**src/rtl/noc_traffic_monitor.sv**
```systemverilog
// Receive-side HNoC traffic monitor: counts NoC->PE deliveries and the cycles from first delivery to the target.
// Optional destination-address checking is enabled with the DEST_CHECK_EN macro.
module noc_traffic_monitor #(
  parameter int NUM_PE = 8,
  parameter int DATA_W = 32,
  parameter int ADDR_W = $clog2(NUM_PE),
  parameter int CNT_W  = 32,
  parameter int CYC_W  = 32
) (
  input  logic                               i_clk,
  input  logic                               i_reset_n,
  input  logic                               i_clear,
  input  logic                               i_enable,
  input  logic [CNT_W-1:0]                   i_expected_pkts,
  input  logic [NUM_PE*(DATA_W+ADDR_W)-1:0]  i_rx_data,
  input  logic [NUM_PE-1:0]                  i_rx_valid,
  input  logic [NUM_PE-1:0]                  i_rx_ready,
  output logic [CNT_W-1:0]                   o_total_pkts,
  output logic [CYC_W-1:0]                   o_cycles,
  output logic                               o_running,
  output logic                               o_done,
  output logic                               o_dest_err,
  output logic [ADDR_W-1:0]                  o_dest_err_ch
);

  localparam int LANE_W = DATA_W + ADDR_W;
  localparam int HS_W   = $clog2(NUM_PE + 1);

  localparam logic [1:0] ST_IDLE  = 2'd0;
  localparam logic [1:0] ST_ARMED = 2'd1;
  localparam logic [1:0] ST_RUN   = 2'd2;
  localparam logic [1:0] ST_DONE  = 2'd3;

  logic [1:0]       state_q, state_d;
  logic [CNT_W-1:0] total_q, total_d;
  logic [CYC_W-1:0] cycles_q, cycles_d;
  logic [CNT_W-1:0] target_q, target_d;

  logic [NUM_PE-1:0] hs;
  logic [HS_W-1:0]   hs_cnt;
  logic [CNT_W:0]    sum;
  logic [CNT_W-1:0]  total_sat;
  logic [CYC_W-1:0]  cyc_inc;

  // Payload bits are never inspected; reduce them so the whole bus is consumed.
  logic unused_rx_data;
  assign unused_rx_data = ^i_rx_data;

  always_comb begin
    hs     = i_rx_valid & i_rx_ready;
    hs_cnt = '0;
    for (int k = 0; k < NUM_PE; k++) begin
      hs_cnt = hs_cnt + HS_W'(hs[k]);
    end
    sum       = {1'b0, total_q} + (CNT_W+1)'(hs_cnt);
    total_sat = sum[CNT_W] ? {CNT_W{1'b1}} : sum[CNT_W-1:0];
    cyc_inc   = (&cycles_q) ? cycles_q : cycles_q + CYC_W'(1);
  end

  // A saturated total is all-ones, which is >= any target, so saturation ends the run too.
  always_comb begin
    state_d  = state_q;
    total_d  = total_q;
    cycles_d = cycles_q;
    target_d = target_q;
    if (i_clear) begin
      state_d  = ST_IDLE;
      total_d  = '0;
      cycles_d = '0;
    end else begin
      case (state_q)
        ST_IDLE: begin
          if (i_enable) begin
            target_d = i_expected_pkts;
            total_d  = '0;
            cycles_d = '0;
            state_d  = (i_expected_pkts == '0) ? ST_DONE : ST_ARMED;
          end
        end
        ST_ARMED: begin
          if (hs_cnt != '0) begin
            total_d  = total_sat;
            cycles_d = CYC_W'(1);
            state_d  = (total_sat >= target_q) ? ST_DONE : ST_RUN;
          end
        end
        ST_RUN: begin
          total_d  = total_sat;
          cycles_d = cyc_inc;
          if (total_sat >= target_q) state_d = ST_DONE;
        end
        default: ;
      endcase
    end
  end

  always_ff @(posedge i_clk or negedge i_reset_n) begin
    if (!i_reset_n) begin
      state_q  <= ST_IDLE;
      total_q  <= '0;
      cycles_q <= '0;
      target_q <= '0;
    end else begin
      state_q  <= state_d;
      total_q  <= total_d;
      cycles_q <= cycles_d;
      target_q <= target_d;
    end
  end

  assign o_total_pkts = total_q;
  assign o_cycles     = cycles_q;
  assign o_running    = (state_q == ST_ARMED) || (state_q == ST_RUN);
  assign o_done       = (state_q == ST_DONE);

`ifdef DEST_CHECK_EN
  logic [NUM_PE-1:0] mism;
  logic [ADDR_W-1:0] first_ch;
  logic              err_q, err_d;
  logic [ADDR_W-1:0] ch_q, ch_d;

  always_comb begin
    mism     = '0;
    first_ch = '0;
    for (int k = 0; k < NUM_PE; k++) begin
      mism[k] = hs[k] && (i_rx_data[k*LANE_W+DATA_W +: ADDR_W] != ADDR_W'(k));
    end
    for (int k = NUM_PE - 1; k >= 0; k--) begin
      if (mism[k]) first_ch = ADDR_W'(k);
    end
  end

  always_comb begin
    err_d = err_q;
    ch_d  = ch_q;
    if (i_clear) begin
      err_d = 1'b0;
      ch_d  = '0;
    end else if (o_running && (|mism) && !err_q) begin
      err_d = 1'b1;
      ch_d  = first_ch;
    end
  end

  always_ff @(posedge i_clk or negedge i_reset_n) begin
    if (!i_reset_n) begin
      err_q <= 1'b0;
      ch_q  <= '0;
    end else begin
      err_q <= err_d;
      ch_q  <= ch_d;
    end
  end

  assign o_dest_err    = err_q;
  assign o_dest_err_ch = ch_q;
`else
  assign o_dest_err    = 1'b0;
  assign o_dest_err_ch = '0;
`endif

endmodule

```
**config.mk**
```make
export PLATFORM = sky130hd
export DESIGN_NAME = noc_traffic_monitor
export DESIGN_NICKNAME = d
export VERILOG_FILES = /design/src/rtl/noc_traffic_monitor.sv
export SDC_FILE = /design/constraint.sdc
export NUM_CORES = 1
export LEC_CHECK = 0
export BUFFER_PORTS_ARGS = -buffer_cell sky130_fd_sc_hd__buf_2
export CAP_MARGIN = 40
export CORE_AREA = 3 3 153 155
export DETAILED_ROUTE_END_ITERATION = 7
export DIE_AREA = 0 0 156 158
export PLACE_DENSITY = 0.58
export SLEW_MARGIN = 20
export SYNTH_ARGS = -nofsm -noshare
export SYNTH_HDL_FRONTEND = slang
export SYNTH_SLANG_ARGS = --single-unit
export TNS_END_PERCENT = 10
```
**constraint.sdc**
```tcl
create_clock -name i_clk -period 4.3 [get_ports i_clk]
set_input_delay 0.215 -clock i_clk [delete_from_list [all_inputs] [get_ports i_clk]]
set_output_delay 0.215 -clock i_clk [all_outputs]
set_load 0.1 [all_outputs]
```
Yosys cells after proc, flatten, opt, wreduce, memory -nomap -nowiden
Index checks and enable logic that the tools add are counted.
- add/subtract/negate cells: 9
- order comparisons: 1
- eq/ne operators: 7
- mux-type cells: 16
- bitwise operators: 2
- reductions and logical operators: 10
- operator list (operator ; number):
    two-way mux 32 bit ; 7
    one-hot mux 32 bit (3 select lines) ; 2
    adder 32 x 4 -> 33 bit ; 1
    adder 32 x 1 -> 32 bit (second input constant) ; 1
    >= comparator 32 bit ; 1
    logical NOT 32 bit ; 1
    AND reduction 32 bit ; 1
    adder 4 x 1 -> 4 bit ; 4
    != test 3 bit (second input constant) ; 4
    two-way mux 2 bit ; 5
    bitwise AND 8 bit ; 1
    AND reduction 4 bit ; 2
    nonzero test 4 bit ; 2
    one-hot mux 2 bit (3 select lines) ; 1
    AND reduction 3 bit ; 2
    adder 3 x 1 -> 4 bit ; 1
    equality test 2 bit (second input constant) ; 2
    adder 2 x 1 -> 3 bit ; 1
    adder 1 x 1 -> 2 bit ; 1
    equality test 2 x 1 -> 1 bit (second input constant) ; 1
    logical NOT 2 bit ; 1
    logical OR 1 bit ; 1
    two-way mux 1 bit ; 1
    inverter 1 bit ; 1
- bits in registers: 98
- output and inout port bits: 70

Logic depth before layout (Yosys ltp)
Gate-level depths: netlist of run 1.
- depth after elaboration: 15
- gate-level depth with buffers: 26

Worst setup path after synthesis of run 1
Ideal clock, no wire load.
- path type: input-to-reg
- from: input port i_rx_valid[0]
- to: register state_q[1]
- arrival: 6.077 ns
- required time: 4.221 ns
- slack: -1.856 ns
- cell stages on the path: 26
- path through: and2_1 > fa_1 > inv_1 > fa_1 > fa_1 > inv_1 > ha_1 > inv_1 > fa_1 > xnor2_1 > ha_1 > a21o_1 > a21oi_1 > or4_4 > or3_1 > buf_2 > buf_6 > buf_2 > nand2_1 > ha_1 > a21oi_1 > nand2_1 > a221oi_1 > a211oi_1 > o41ai_1 > mux2i_1
- cells in the longest elaborated chain, start to end: 13
- elaborated cells between the ends (all ways): 15
- those cells by class: add/sub: 8; order compare: 1; eq/ne: 2; mux: 1; bitwise: 1; reduce/logical: 2
- RTL lines (element ; line ; RTL):
    start: declaration ; 16 ; input logic [NUM_PE-1:0] i_rx_valid,
    bitwise AND 8 bit (*) ; 50 ; hs = i_rx_valid & i_rx_ready;
    adder 1 x 1 -> 2 bit (*) ; 53 ; hs_cnt = hs_cnt + HS_W'(hs[k]);
    adder 2 x 1 -> 3 bit (*) ; 53 ;
    adder 3 x 1 -> 4 bit (*) ; 53 ;
    adder 4 x 1 -> 4 bit (*) (4 in series) ; 53 ;
    adder 32 x 4 -> 33 bit ; 55 ; sum = {1'b0, total_q} + (CNT_W+1)'(hs_cnt);
    two-way mux 32 bit ; 56 ; total_sat = sum[CNT_W] ? {CNT_W{1'b1}} : sum[CNT_W-1:0];
    >= comparator 32 bit ; 90 ; if (total_sat >= target_q) state_d = ST_DONE;
    != test 3 bit (no source line) ; - ;
    AND reduction 4 bit (no source line) (*) ; - ;
    end signal: assignment ; 104 ; state_q <= state_d;
    end: declaration ; 34 ; logic [1:0] state_q, state_d;
Every way passes the cells marked *; elsewhere a longest branch is shown, timed or not.
A chain may end at the register's enable or synchronous reset.

Final worst setup path of run 1
- from: input port i_rx_ready[3]
- to: register state_q[1]
- cells in the longest elaborated chain, start to end: 11
- elaborated cells between the ends (all ways): 13
- those cells by class: add/sub: 6; order compare: 1; eq/ne: 2; mux: 1; bitwise: 1; reduce/logical: 2
- RTL lines (element ; line ; RTL):
    start: declaration ; 17 ; input logic [NUM_PE-1:0] i_rx_ready,
    bitwise AND 8 bit (*) ; 50 ;
    adder 3 x 1 -> 4 bit (*) ; 53 ;
    adder 4 x 1 -> 4 bit (*) (4 in series) ; 53 ;
    adder 32 x 4 -> 33 bit ; 55 ;
    two-way mux 32 bit ; 56 ;
    >= comparator 32 bit ; 90 ;
    != test 3 bit (no source line) ; - ;
    AND reduction 4 bit (no source line) (*) ; - ;
Marks and branches as above.

==> results.yml, run 1 <==
outcome:
  outcome: "finished, violations left"
  violations: "negative setup slack"
synthesis:
  synth_cell_types: 60
  synth.mux.area_fraction: 0.06040
  yosysSeqAreaShare: 0.3677
  ys.flop_type: "dfrtp_1"
  ys_ff_latch: 98
  async_reset_ff_frac: 1.000
  synth_top_family_by_area: "compound AO/OA/AOI/OAI gates"
  synthXorXnorAreaFrac: 0.03283
  yosysWarnings: 0
  syn_avg_cell_area_um2: 8.989
  syn_area_um2: 6670
  synth_edf_count: 0
  synth_compound_area_frac: 0.1930
  syn_inst: 742
  synth-adder-area-share: 0.09754
  yosys.area_share.simple: 0.1919
pwr:
  finalPower_w: 0.003492
  p_per_area_nw_per_um2: 391.0
  ir_drop_v: 0.0002859
  leakage_nw: 4.444
detailed_routing:
  drt_iter0_drc: 554
  drc: 0
  wire_per_inst_um: 18.10
  dr.pass1.iters: 5
  routed_wl_um: 22020
  via_per_inst: 5.209
  vias: 6334
  ant_nets: 0
die:
  core_um2: 21960
  ioPinCount: 402
  rows: 54
  start_util: 0.3038
  die_area_um2: 24650
  die_h_um: 158
  die-width_um: 156
critical_path:
  crit_fanout: 5
  required_ns: 4.58
  cp_cell_sequence: "buf_6 -> and2_4 -> fa_1 -> inv_1 -> fa_1 -> fa_1 -> inv_2 -> ha_4 -> inv_2 -> fa_2 -> xnor2_2 -> ha_1 -> a21o_1 -> a21oi_2 -> or4_4 -> or3_4 -> buf_6 -> nand2b_4 -> ha_4 -> a2111o_1 -> a32oi_2 -> a211oi_2 -> o41ai_2 -> mux2i_1"
  worst_setup_path_end_kind: "flop"
  critPathSlowestCell: "fa_1"
  arrival_ns: 6.01
  worstSetupStartpointType: "input port"
  max_stage_delay_ns: 0.53
  cp_common_cell: "fa_1"
  path_class: "input port to flop"
global_routing:
  globalRouteMet1Util: 0.2497
  grt-ovfl-total: 0
  grtUsageMet2: 0.2835
  grt_antenna_before_repair: 0
  grt_usage: 0.1787
  grt_pass1_vias: 6162
  globalRouteMet3Util: 0.04128
  top_usage_layer: "met2"
  grt_max_degree: 54
  grt_pass1_wl_um: 34570
cts:
  cts_tree: "built"
  h-tree-depth: 3
  clock_sinks: 98
  cts_root_buf: "clkbuf_16"
  numCtsBuffers: 9
  clk_path_buf_depth: 2
  clkLatencyLatePin_ns: 0.36
  clkTransAtPathRegs_ns: 0.07
sta:
  finalClockSkew_ns: 0.01245
  finalCritPeriodShare: 1.333
  final-setup-viol-count: 18
  final_hold_viol_count: 0
  slew_headroom: 0.5329
  period_needed_ns: 5.732
  fmax_mhz: 174.5
  final_max_slew_viol_count: 0
  rsz0062_at_grt: "yes"
  worst-slew-pin-transition_ns: 0.6948
  worst_slack_ns: -1.432
job:
  max_cap_violations: 0
final_layout:
  final_util: 0.4067
  stdcell_area_um2: 8930
  instances_no_fill: 1216
  fillers: 2192
  drive_gt1_frac: 0.3472
  finalNetCount: 1313
  diodes: 0
  area_growth_pct: 33.88
placed_design:
  dpl_cell_area_um2: 8183
  portBuffers: 117
  place_inst: 1185
  dp_hpwl_um: 16890
  gp_congestion: 0.8818
min_path:
  hp-class: "input port to flop"
==> layout make-up <==
cell class | instances | area [um2] | share of cell area
clock inverter | 5 | 61.31 | 0.006866
sequential | 98 | 2452 | 0.2746
clock buffer | 10 | 239.0 | 0.02676
multi-input combinational | 557 | 4222 | 0.4727
inverter | 54 | 202.7 | 0.02270
tap | 280 | 350.3 | 0.03923
timing repair buffer | 212 | 1403 | 0.1571
==> worst paths after layout <==
| kind | start | endpoint | slack (ns) | depth (start not counted) |
|---|---|---|---|---|
| setup reg to reg | o_total_pkts[0] | state_q[1] | 0.27 | 14 |
| max in group asynchronous | i_reset_n | target_q[0] | 3.00 | 4 |
| setup / recovery | i_rx_ready[3] | state_q[1] | -1.43 | 24 |
| hold / removal | i_expected_pkts[7] | target_q[7] | 0.1 | 2 |
| min in group asynchronous | i_reset_n | o_cycles[17] | 0.25 | 2 |
| hold reg to reg | o_cycles[27] | o_cycles[27] | 0.50 | 1 |
==> routing by layer <==
layer	routed length, um	part of all wire
met1	10140	0.46
met2	10350	0.47
met3	1331	0.060
met4	194	0.0088
met5	0	0
==> cells in the mapped netlist, drive strengths merged (7+ instances only) <==
| library cell | n | area [um2] |
|---|---|---|
| inv | 53 | 198.9 |
| nor3 | 9 | 50.05 |
| and2 | 14 | 87.58 |
| and4 | 10 | 87.58 |
| nor2 | 32 | 120.1 |
| ha | 44 | 550.5 |
| a21oi | 30 | 150.1 |
| a21o | 16 | 120.1 |
| xnor2 | 13 | 113.9 |
| o31ai | 20 | 150.1 |
| dfrtp | 98 | 2452 |
| a31oi | 15 | 93.84 |
| a22o | 15 | 131.4 |
| nand2b | 8 | 50.05 |
| o21a | 7 | 52.55 |
| xor2 | 12 | 105.1 |
| nand4 | 19 | 118.9 |
| nor4 | 16 | 127.6 |
| nand3 | 33 | 170.2 |
| clkbuf | 23 | 86.33 |
| and3 | 15 | 95.09 |
| nand2 | 72 | 270.3 |
| mux2 | 34 | 382.9 |
| o21ai | 71 | 355.3 |
| buf | 13 | 85.08 |
==> where the power goes <==
group	leakage, nW	switching (W)	internal, W
Combinational	3.00	0.000840	0.000606
Sequential	1.30	0.000112	0.00109
Clock	0.149	0.000373	0.000468
==> worst max-delay path: cells and delay by family <==
| family | cells | cell delay, ns |
|---|---|---|
| muxes | 1 | 0.22 |
| xor gates and xnor gates | 1 | 0.15 |
| AOI/OAI and AO/OA | 6 | 1.38 |
| buffers and inverters | 5 | 0.43 |
| and+or+nand+nor | 4 | 1.16 |
| adders and majority gates | 7 | 2.46 |
==> through the flow <==
stage                     hold slack (ns)  setup TNS, ns  setup WS [ns]
after floorplan                  -0.08059         -6.743         -1.545
after global placement             0.3950         -17.14         -1.909
after detailed placement          0.09519         -18.43         -2.009
after CTS                         0.08804         -4.621         -1.429
after global routing               0.1015         -8.835         -1.677
final                             0.09709         -5.039         -1.432
==> cells in the final DEF, fill, tap and decap left out, types with 16 or more instances in the layout <==
cell type	count
inv_1	50
nand2_1	62
buf_2	114
o31ai_1	19
a21oi_1	25
nand4_1	19
o21ai_0	55
mux2_2	33
a21o_1	16
buf_4	82
nor2_1	32
nand3_1	31
ha_1	36
dfrtp_1	98
==> state kept, by name, summed over array words and instances (netlist names) <==
signal and count:
o_total_pkts 32, target_q 32, o_cycles 32, state_q 2
==> logic make-up after synthesis <==
group,count (synthesis)
and+or+nand+nor,242
AOI/OAI and AO/OA,201
DFF,98
buffers and inverters,90
adders and majority gates,49
muxes,36
xor gates and xnor gates,25
other,1
==> what timing repair did <==
| action | CTS | global route |
|---|---|---|
| cloned | 0 | 0 |
| hold buffers | 1 | 0 |
| pin swaps | 30 | 27 |
| endpoints found under the hold margin | 14 | 0 |
| endpoints found under the setup margin | 26 | 32 |
| gates resized for setup | 40 | 36 |
| buffers inserted | 8 | 7 |
Note: power is estimated with default switching activity, not from simulation.
==> inputs of run 2 (changes only) <==
- clock period: 4.3 -> 6.88 ns (I/O delays scaled with it)
==> results.yml, run 2 (synthesized netlist as in run 1, its figures left out) <==
outcome:
  outcome: "completed"
final_layout:
  stdcell_area_um2: 8074
  finalNetCount: 1244
  drive_gt1_frac: 0.2327
  fillers: 2209
  final_common_cell: "buf_2"
  multi_input_area_um2: 3859
  area_growth_pct: 21.05
  final-seq-area_um2: 2452
  mostFrequentLayoutCells: "buf_2 (116), dfrtp_1 (98), nand2_1 (72), o21ai_0 (68), inv_1 (53)"
global_routing:
  grt_antenna_before_repair: 1
  grt_pass1_vias: 5821
  grt_pass1_wl_um: 32260
  grt-ovfl-total: 0
  grt_usage: 0.1649
  grt_max_degree: 61
detailed_routing:
  vias: 6006
  dr.pass1.iters: 5
  highest_layer: "met4"
  routed_wl_um: 20100
  via_per_inst: 5.227
  drc: 0
  met1Wirelength_um: 9723
  wl_met2_um: 8696
  ant_nets: 0
  wl_met3_um: 1386
  drt_iter0_drc: 395
  wire_per_inst_um: 17.49
min_path:
  holdPathStages: 2
  hold_end: "target_q[16]"
  hp-start: "i_expected_pkts[16]"
  hp-class: "input port to flop"
placed_design:
  dp_hpwl_um: 14990
  gp_congestion: 0.8473
  dpl_cell_area_um2: 7669
  portBuffers: 117
  place_ws_ns: 0.09661
die:
  start_util: 0.3038
  die-width_um: 156
  rows: 54
  die_area_um2: 24650
  die_h_um: 158
  core_um2: 21960
  ioPinCount: 402
pwr:
  ir_drop_v: 0.0001584
  p_per_area_nw_per_um2: 265.5
  leakage_nw: 4.003
critical_path:
  rrSetupSlack_ns: 2.47
  r2r_end: "state_q[1]"
  crit_fanout: 6
  worstSetupStartpointType: "input port"
  required_ns: 7.16
  arrival_ns: 6.67
  worst_setup_path_end_kind: "flop"
  ff2ff_path_depth: 14
  path_class: "input port to flop"
  rr_startpoint: "o_total_pkts[4]"
sta:
  final-setup-viol-count: 0
  finalClockSkew_ns: 0.01297
  rsz0062_at_grt: "no"
  tns_ns: 0
  final_hold_viol_count: 0
  period_needed_ns: 6.389
  slew_headroom: 0.4850
  worst-slew-pin-transition_ns: 0.7655
  worst_slack_ns: 0.4908
  finalCritPeriodShare: 0.9287
  final_max_slew_viol_count: 0
  fmax_mhz: 156.5
cts:
  h-tree-depth: 3
  cts_root_buf: "clkbuf_16"
  clock_sinks: 98
  numCtsBuffers: 9
  clkTransAtPathRegs_ns: 0.07
  cts_resized: 0
  clk_path_buf_depth: 2
  clkLatencyLatePin_ns: 0.36
  cts_tree: "built"
job:
  max_cap_violations: 0
-- run 2: cell types whose count changed in the layout (fill, tap and decap cells not counted), moves of 8 or more --
cell | before | now
o21ai_0 | 55 | 68
buf_4 | 82 | 20
nand2_1 | 62 | 72
buf_6 | 11 | 1
ha_1 | 36 | 44
ha_4 | 8 | 0
-- run 2: worst max path at each step --
stage	startpoint	to	slack (ns)	cells past startpoint
after floorplan	i_rx_valid[0]	state_q[1]	0.59	26
after global placement	i_rx_valid[0]	state_q[1]	0.13	27
after detailed placement	i_rx_valid[0]	state_q[1]	0.1	27
after CTS	i_rx_valid[0]	state_q[1]	0.46	27
after global routing	i_rx_valid[0]	state_q[1]	0.06	27
final	i_rx_valid[0]	state_q[1]	0.49	27
-- run 2: area by class of cell --
cell class              count  area share
diodes                      1   0.0003099
clock buffers              10     0.02960
clock inverters             6     0.01379
inverters                  54     0.02510
multi-input cells         557      0.4779
flip-flops and latches     98      0.3037
well taps                 280     0.04339
repair buffers            143      0.1062
-- run 2: worst max-delay path: stages --
cell,delay [ns]
buf_2,0.09
and2_1,0.16
fa_1,0.53
inv_1,0.05
fa_1,0.50
fa_1,0.49
inv_1,0.08
ha_1,0.18
inv_1,0.06
fa_1,0.37
xnor2_1,0.17
ha_1,0.35
a21o_1,0.14
a21oi_1,0.11
or4_4,0.53
or3_1,0.48
buf_4,0.21
o21ai_0,0.10
a21o_1,0.13
ha_1,0.24
a21oi_1,0.15
o21ai_0,0.09
a221oi_1,0.29
a211oi_1,0.16
o41ai_1,0.33
buf_4,0.17
mux2i_1,0.16
-- run 2: routing by layer --
layer,vias up,GRT usage
met5,-,0
met4,0,0.05635
met3,17,0.03909
met2,150,0.2392
met1,2886,0.2398
li1,2953,-
-- run 2: power breakdown --
| group | total, W | leakage, nW | internal [W] | switching (W) |
|---|---|---|---|---|
| sequential | 0.000748 | 1.30 | 0.000683 | 0.0000649 |
| clock | 0.000609 | 0.169 | 0.000367 | 0.000242 |
| combinational | 0.000787 | 2.54 | 0.000304 | 0.000483 |
-- run 2: timing repair --
action                                 CTS  global route
endpoints found under the hold margin   38             0
hold buffers                             1             0
setup buffers                            0             0
-- run 2: per-stage QoR --
step	utilization	hold slack, ns	instances	power [W]
floorplan	-	0.04841	745	0.001310
global placement	0.3468	0.3466	1126	0.001501
detailed placement	0.3492	0.3536	1129	0.001536
CTS	0.3656	0.2219	1146	0.002147
global route	0.3677	0.2210	1149	0.002287
finish	0.3677	0.2339	1149	0.002144
==> inputs of run 3 (changes only) <==
- CORE_AREA: 3 3 153 155 -> 2 2 157 159
- CTS_BUF_LIST: default -> sky130_fd_sc_hd__clkbuf_16
- DIE_AREA: 0 0 156 158 -> 0 0 159 161
- PLACE_DENSITY: 0.58 -> 0.55
- TNS_END_PERCENT: 10 -> default
==> results.yml, run 3 (synthesized netlist as in run 1, its figures left out) <==
outcome:
  outcome: "completed"
critical_path:
  max_stage_delay_ns: 0.53
  ff2ff_path_depth: 13
  rr_startpoint: "o_total_pkts[4]"
  critPathSlowestCell: "fa_1"
  cp_common_cell: "fa_1"
  arrival_ns: 6.67
  path_class: "input port to flop"
  rrSetupSlack_ns: 2.37
  worst_setup_path_end_kind: "flop"
  endpoint: "state_q[1]"
  worstSetupStartpointType: "input port"
  required_ns: 7.11
  r2r_end: "state_q[1]"
  crit_start: "i_rx_valid[0]"
  crit_fanout: 15
placed_design:
  dp_hpwl_um: 15020
  gp_congestion: 0.8438
  place_inst: 1171
  portBuffers: 117
sta:
  slew_headroom: 0.4298
  final_hold_viol_count: 0
  worst-slew-pin-transition_ns: 0.8554
  rsz0062_at_grt: "no"
  finalClockSkew_ns: 0.008887
  final-setup-viol-count: 0
  finalCritPeriodShare: 0.9369
  tns_ns: 0
  period_needed_ns: 6.446
  hold_slack_ns: 0.2363
  final_max_slew_viol_count: 0
  fmax_mhz: 155.1
cts:
  clkTransAtPathRegs_ns: 0.07
  cts_tree: "built"
  postCtsSetupBuffers: 0
  numCtsBuffers: 9
  clock_sinks: 98
  clk_path_buf_depth: 2
  h-tree-depth: 3
  clkLatencyLatePin_ns: 0.36
  cts_root_buf: "clkbuf_16"
min_path:
  hp-class: "input port to flop"
  holdPathStages: 2
detailed_routing:
  drc: 0
  highest_layer: "met4"
  drt_iter0_drc: 362
  vias: 5963
  routed_wl_um: 19800
  via_per_inst: 5.015
  wl_met2_um: 8537
  ant_nets: 0
  met1Wirelength_um: 9849
  wl_met3_um: 1070
  wire_per_inst_um: 16.65
  dr.pass1.iters: 4
final_layout:
  finalNetCount: 1240
  area_growth_pct: 20.47
  fillers: 2559
  drive_gt1_frac: 0.2280
  instances_no_fill: 1189
  final_util: 0.3353
  mostFrequentLayoutCells: "buf_2 (116), dfrtp_1 (98), nand2_1 (72), o21ai_0 (68), inv_1 (53)"
  multi_input_area_um2: 3866
  final-seq-area_um2: 2452
  final_common_cell: "buf_2"
pwr:
  ir_drop_v: 0.0001520
  leakage_nw: 3.950
  finalPower_w: 0.002035
  p_per_area_nw_per_um2: 253.2
global_routing:
  grt-ovfl-total: 0
  grt_max_degree: 52
  grt_pass1_vias: 5682
  grt_pass1_wl_um: 31860
  grt_usage: 0.1556
  grt_antenna_before_repair: 0
die:
  die-width_um: 159
  die_area_um2: 25600
  start_util: 0.2784
  rows: 57
  die_h_um: 161
  core_um2: 23960
  ioPinCount: 402
job:
  max_cap_violations: 0
==> run 3: area by class of cell <==
type / instances / share of cell area
inverters: 54 / 0.02523
multi-input cells: 557 / 0.4812
repair buffers: 139 / 0.1009
clock inverters: 7 / 0.008720
flip-flops and latches: 98 / 0.3052
diodes: 1 / 0.0003114
clock buffers: 9 / 0.02803
well taps: 324 / 0.05045
==> run 3: report_power, final <==
group          leakage (nW)  switching, W  total, W  internal, W
Clock                 0.137      0.000237  0.000519     0.000281
Sequential             1.30     0.0000629  0.000746     0.000683
Combinational          2.52      0.000475  0.000770     0.000295
Total                  3.95      0.000776   0.00203      0.00126
==> run 3: worst min path at each step <==
stage / startpoint / to
3_3_place_gp: i_reset_n / target_q[29]
5_1_grt: i_expected_pkts[10] / target_q[10]
4_1_cts: i_expected_pkts[26] / target_q[26]
2_1_floorplan: i_reset_n / o_cycles[0]
3_5_place_dp: i_reset_n / target_q[29]
6_report: i_expected_pkts[21] / target_q[21]
==> run 3: repair_timing <==
action | in CTS | in global routing
setup endpoints to repair | 0 | 1
endpoints found under the hold margin | 32 | 0
hold buffers | 1 | 0
resized for setup | 0 | 1
==> run 3: critical path: cells and delay by family <==
kind	cells	cell delay [ns]
buffers and inverters	7	0.67
muxes	1	0.16
adders and majority gates	7	2.88
and+or+nand+nor	5	0.95
AOI/OAI and AO/OA	7	1.64
==> run 3: per-layer routing <==
layer | track usage | vias up
li1 | - | 2932
met1 | 0.2298 | 2866
met2 | 0.2306 | 146
met3 | 0.02748 | 19
met4 | 0.04793 | 0
met5 | 0 | -
==> run 3: through the flow <==
stage / cell area [um2] / setup slack [ns]
floorplan: 6681 / 0.5949
global placement: 7640 / -0.2205
detailed placement: 7720 / -0.06164
CTS: 8025 / 0.3083
global route: 8033 / 0.08217
finish: 8035 / 0.4339
